## config.mk

```make
export PLATFORM = sky130hd
export DESIGN_NAME = uart_rx_sipo
export DESIGN_NICKNAME = d
export VERILOG_FILES = /design/src/rtl/uart_rx_sipo.sv
export SDC_FILE = /design/constraint.sdc
export NUM_CORES = 1
export LEC_CHECK = 0
export ABC_AREA = 0
export CAP_MARGIN = 20
export CELL_PAD_IN_SITES_DETAIL_PLACEMENT = 1
export CELL_PAD_IN_SITES_GLOBAL_PLACEMENT = 2
export CORE_MARGIN = 5
export CORE_UTILIZATION = 37
export DETAILED_ROUTE_END_ITERATION = 10
export GPL_TIMING_DRIVEN = 1
export PLACE_DENSITY_LB_ADDON = 0.1
export SYNTH_ARGS = -nofsm -noshare
export SYNTH_HDL_FRONTEND = slang
export SYNTH_SLANG_ARGS = --single-unit
```

## constraint.sdc

```tcl
create_clock -name baud_clk -period 3.16 [get_ports baud_clk]
set_input_delay 0.316 -clock baud_clk [delete_from_list [all_inputs] [get_ports baud_clk]]
set_output_delay 0.316 -clock baud_clk [all_outputs]
set_load 0.01 [all_outputs]
```

## src/rtl/uart_rx_sipo.sv

```systemverilog
// Oversampling UART receiver: start, DATA_W data bits LSB first, parity, stop.
// Optional 3-sample majority vote per bit when RX_MAJORITY_VOTE_EN is defined.
module uart_rx_sipo #(
  parameter int DATA_W     = 8,
  parameter int OVERSAMPLE = 16
) (
  input  logic              baud_clk,
  input  logic              reset,
  input  logic              data_rx,
  input  logic              parity_odd,
  output logic [DATA_W-1:0] data_out,
  output logic              data_valid,
  output logic              parity_err,
  output logic              frame_err,
  output logic              rx_busy
);

  localparam int MID = OVERSAMPLE / 2;
  localparam int TW  = $clog2(OVERSAMPLE);
  localparam int BW  = (DATA_W > 1) ? $clog2(DATA_W) : 1;

  localparam logic [TW-1:0] TICK_LAST = TW'(OVERSAMPLE - 1);
  localparam logic [BW-1:0] BIT_LAST  = BW'(DATA_W - 1);
`ifdef RX_MAJORITY_VOTE_EN
  localparam logic [TW-1:0] TICK_S0  = TW'(MID - 2);
  localparam logic [TW-1:0] TICK_S1  = TW'(MID - 1);
  localparam logic [TW-1:0] TICK_DEC = TW'(MID);
`else
  localparam logic [TW-1:0] TICK_DEC = TW'(MID - 1);
`endif

  typedef enum logic [2:0] {
    S_IDLE,
    S_START,
    S_DATA,
    S_PARITY,
    S_STOP
  } state_t;

  state_t state_q, state_d;

  logic              rx_meta_q, rx_meta_d;
  logic              rx_s_q, rx_s_d;
  logic              rx_prev_q, rx_prev_d;
  logic [TW-1:0]     tick_q, tick_d;
  logic [BW-1:0]     bit_idx_q, bit_idx_d;
  logic [DATA_W-1:0] shreg_q, shreg_d;
  logic              perr_q, perr_d;
  logic [DATA_W-1:0] data_out_q, data_out_d;
  logic              data_valid_q, data_valid_d;
  logic              parity_err_q, parity_err_d;
  logic              frame_err_q, frame_err_d;

  logic start_edge;
  logic dec_tick;
  logic bit_val;

  // Edge qualifier needs the line seen high, so a held break never restarts.
  assign start_edge = rx_prev_q & ~rx_s_q;
  assign dec_tick   = (tick_q == TICK_DEC);

`ifdef RX_MAJORITY_VOTE_EN
  logic [1:0] smp_q, smp_d;

  always_comb begin
    smp_d = smp_q;
    if (tick_q == TICK_S0) smp_d[0] = rx_s_q;
    if (tick_q == TICK_S1) smp_d[1] = rx_s_q;
  end

  always_ff @(posedge baud_clk) begin
    if (reset) smp_q <= 2'b11;
    else       smp_q <= smp_d;
  end

  assign bit_val = (smp_q[0] & smp_q[1]) | (smp_q[0] & rx_s_q) | (smp_q[1] & rx_s_q);
`else
  assign bit_val = rx_s_q;
`endif

  // FSM state register
  always_ff @(posedge baud_clk) begin
    if (reset) state_q <= S_IDLE;
    else       state_q <= state_d;
  end

  // FSM next state
  always_comb begin
    state_d = state_q;
    case (state_q)
      S_IDLE:   if (start_edge) state_d = S_START;
      S_START:  if (dec_tick) state_d = bit_val ? S_IDLE : S_DATA;
      S_DATA:   if (dec_tick && (bit_idx_q == BIT_LAST)) state_d = S_PARITY;
      S_PARITY: if (dec_tick) state_d = S_STOP;
      S_STOP:   if (dec_tick) state_d = S_IDLE;
      default:  state_d = S_IDLE;
    endcase
  end

  // FSM outputs
  always_comb begin
    rx_busy = (state_q != S_IDLE);
  end

  always_comb begin
    rx_meta_d = data_rx;
    rx_s_d    = rx_meta_q;
    rx_prev_d = rx_s_q;

    // Counter sits at 0 in IDLE so the first START cycle is tick 0.
    if (state_q == S_IDLE)       tick_d = '0;
    else if (tick_q == TICK_LAST) tick_d = '0;
    else                         tick_d = tick_q + TW'(1);

    bit_idx_d = bit_idx_q;
    if (state_q == S_IDLE) bit_idx_d = '0;
    else if ((state_q == S_DATA) && dec_tick && (bit_idx_q != BIT_LAST))
      bit_idx_d = bit_idx_q + BW'(1);

    shreg_d = shreg_q;
    if ((state_q == S_DATA) && dec_tick)
      shreg_d = {bit_val, shreg_q[DATA_W-1:1]};

    perr_d = perr_q;
    if ((state_q == S_PARITY) && dec_tick)
      perr_d = (^shreg_q) ^ bit_val ^ parity_odd;

    data_valid_d = (state_q == S_STOP) && dec_tick;
    data_out_d   = data_valid_d ? shreg_q  : data_out_q;
    parity_err_d = data_valid_d ? perr_q   : parity_err_q;
    frame_err_d  = data_valid_d ? ~bit_val : frame_err_q;
  end

  always_ff @(posedge baud_clk) begin
    if (reset) begin
      rx_meta_q    <= 1'b1;
      rx_s_q       <= 1'b1;
      rx_prev_q    <= 1'b1;
      tick_q       <= '0;
      bit_idx_q    <= '0;
      shreg_q      <= '0;
      perr_q       <= 1'b0;
      data_out_q   <= '0;
      data_valid_q <= 1'b0;
      parity_err_q <= 1'b0;
      frame_err_q  <= 1'b0;
    end else begin
      rx_meta_q    <= rx_meta_d;
      rx_s_q       <= rx_s_d;
      rx_prev_q    <= rx_prev_d;
      tick_q       <= tick_d;
      bit_idx_q    <= bit_idx_d;
      shreg_q      <= shreg_d;
      perr_q       <= perr_d;
      data_out_q   <= data_out_d;
      data_valid_q <= data_valid_d;
      parity_err_q <= parity_err_d;
      frame_err_q  <= frame_err_d;
    end
  end

  assign data_out   = data_out_q;
  assign data_valid = data_valid_q;
  assign parity_err = parity_err_q;
  assign frame_err  = frame_err_q;

endmodule

```

==> qor.txt <==
status: finished clean
CTS tree: done
vias per inst: 4.89
Final Non-Filler Cells: 194
via count: 948
hold wc startpoint: rx_meta_q$_SDFF_PP1_
Setup Crit Path Kind: register to register
Post-DP Area: 1510 um2
worst slew pin tran: 898 ps
final instance area: 1580 um2
chip height: 69.8 um
r2r setup slk: 1170 ps
instance count of the mapped netlist: 131
fmax: 502 MHz
worst vdd ir: 0.000298 V
first-pass detailed-route iteration total: 4
CP Capture Type: register
Die Area: 4870 um2
most frequent cell after synthesis: dfxtp_1
Seq/Total Area, Yosys: 0.499
Setup TNS Final: 0 ps
Area Overhead vs Synth: 19.0%
routability cong.: 0.751
Num CTS Buffers: 5
pwr dens: 452 nW/um2
number of synthesized register bits: 33
Max clock buf depth: 2
Post-synth top cells: dfxtp_1 (33), nor2_1 (27), mux2i_1 (20), xnor2_1 (7), a21oi_1 (4)
Most Crowded Layer GR: met2
initial DRC count: 41
reg2reg start: tick_q[0]$_SDFF_PP0_
Clock Sinks: 33
Setup Skew: 3.34 ps
synth warn: 0
Synth top area share: 0.499
final hold violations: 0
Power, Total: 713 uW
min Tclk post-route: 1990 ps
top_reg_cell synth: dfxtp_1
Core Area: 3390 um2
grt ovf: 0
RSZ-0062 raised after global routing: false
Period Utilization, post-route: 0.630
Post-synth EDFFs: 0
Syn Nets: 138
Relative slew margins: 0.399
post-DP HPWL: 1930 um
Hold Buf Count CTS: 0
post-route setup slack: 1170 ps
met3 Track Usage GR: 0.0594
Slew Limit Fails: 0
row count: 21
LEAKAGE: 0.720 nW
post-synth cell types: 26
residual DRC count: 0
grt met1 use: 0.139
Fill cells: 371
layout cells sized above 1: 0.0946
WP data arrival: 2190 ps
io pins: 16
H-tree depth: 2
GRT Util Overall: 0.123
worst r2r path cells: 5
Starting Density: 0.391
ys async rst share: 0
vias in the first global route: 1008
post-route ant nets: 0
Hold Path Class: register to register
clk root buf: clkbuf_4
hold path cells: 1
Worst setup SP type: register
clk slew on worst S/H paths: 100 ps
Max FO, Critical Path: 11
first-pass GRT wire length: 4750 um
final WL: 2700 um
routed length per placed instance: 13.9 um
number of setup buffers added after CTS: 0
antenna violations before repair: 0
input/output buffers: 15
Cell Area, Synth: 1320 um2
Crit Reg-Reg Endpoint: data_out[7]$_SDFFE_PP0P_
Setup WS pre-CTS: 1120 ps
final setup fails: 0
latest clock arrival within the worst-skew pair: 330 ps
largest net degree at the start of global routing: 28
final net count: 154
post_cts resized: 0
Hold Path Sink: bit_val$_SDFF_PP1_
area leader, netlist: dfxtp_1
GRT met2 Usage: 0.203
MaxCap Viol Count: 0
Die Wd: 69.8 um
top post-synthesis cells by area: dfxtp_1 (50%), mux2i_1 (15%), nor2_1 (7.7%)
data required time of the critical path: 3360 ps
# diodes: 0
mean post-synth cell area: 10.1 um2
Post-Place Cells: 186
-- layout by cell type (no fill, tap or decap), drive strengths merged --
cell / Yosys / layout
xnor3: 1 / 1
a211oi: 1 / 1
a32o: 1 / 1
and3b: 1 / 1
nand2b: 2 / 2
o21ai: 2 / 2
xor2: 2 / 2
inv: 3 / 3
clkdlybuf4s50: 0 / 15
nand3b: 1 / 1
xnor2: 7 / 7
nand2: 1 / 1
or4: 1 / 1
mux2i: 20 / 20
nor2: 28 / 28
nand4b: 2 / 2
or3: 2 / 2
clkbuf: 3 / 7
nand3: 3 / 3
or2: 3 / 3
nor3: 3 / 3
a21oi: 4 / 4
ha: 3 / 3
dfxtp: 33 / 33
nor3b: 1 / 1
clkinv: 0 / 1
-- per-stage QoR --
| step | util | hold WS [ps] |
|---|---|---|
| after floorplan | - | 389 |
| after global placement | 0.444 | 405 |
| after detailed placement | 0.444 | 418 |
| after CTS | 0.465 | 447 |
| after global routing | 0.465 | 449 |
| final | 0.465 | 438 |
-- how the worst max path moves through the flow --
stage,startpoint,to,slack (ps)
3_3_place_gp,reset,tick_q[0]$_SDFF_PP0_,1170
2_1_floorplan,tick_q[0]$_SDFF_PP0_,bit_idx_q[0]$_SDFFE_PP0P_,1550
3_5_place_dp,reset,tick_q[0]$_SDFF_PP0_,1120
4_1_cts,tick_q[0]$_SDFF_PP0_,data_out[7]$_SDFFE_PP0P_,1130
6_report,tick_q[0]$_SDFF_PP0_,data_out[7]$_SDFFE_PP0P_,1170
5_1_grt,tick_q[0]$_SDFF_PP0_,data_out[7]$_SDFFE_PP0P_,1010
-- critical path, stage by stage (launching register included) --
cell	delay [ps]
dfxtp_1	390
ha_1	300
and3b_2	230
nand3_1	510
mux2i_1	360
nor2_1	60
-- per-layer routing --
metal  part of all wire  up-vias
li1                   -      475
met1               0.46      448
met2               0.48       21
met3              0.052        4
met4              0.014        0
met5                  0        -
-- flip-flops by register name, indices dropped and copies added (netlist names) --
| register | count |
|---|---|
| bit_idx_q | 3 |
| rx_prev_q | 1 |
| shreg_q | 8 |
| bit_val | 1 |
| frame_err | 1 |
| rx_meta_q | 1 |
| parity_err | 1 |
| data_valid | 1 |
| tick_q | 4 |
| state_q | 3 |
| data_out | 8 |
| perr_q | 1 |
-- kinds of logic after synthesis --
| logic type | synth area share |
|---|---|
| xor gates and xnor gates | 0.0766 |
| adders and majority gates | 0.0284 |
| DFF | 0.499 |
| and+or+nand+nor | 0.181 |
| AOI/OAI and AO/OA | 0.0359 |
| buffers and inverters | 0.0284 |
| muxes | 0.151 |
-- layout make-up --
| class | count | area, um2 | area share |
|---|---|---|---|
| Multi-Input combinational cell | 89 | 626 | 0.397 |
| Tap cell | 46 | 57.6 | 0.0365 |
| Clock inverter | 1 | 5.00 | 0.00318 |
| Clock buffer | 7 | 65.1 | 0.0413 |
| Inverter | 3 | 11.3 | 0.00715 |
| Timing Repair Buffer | 15 | 150 | 0.0953 |
| Sequential cell | 33 | 661 | 0.419 |
-- power breakdown --
part | leakage, nW | internal, mW | switching (mW)
registers | 0.266 | 0.418 | 0.00281
logic | 0.412 | 0.0107 | 0.0103
clock network | 0.0413 | 0.129 | 0.142
Note: power is estimated with default switching activity, not from simulation.
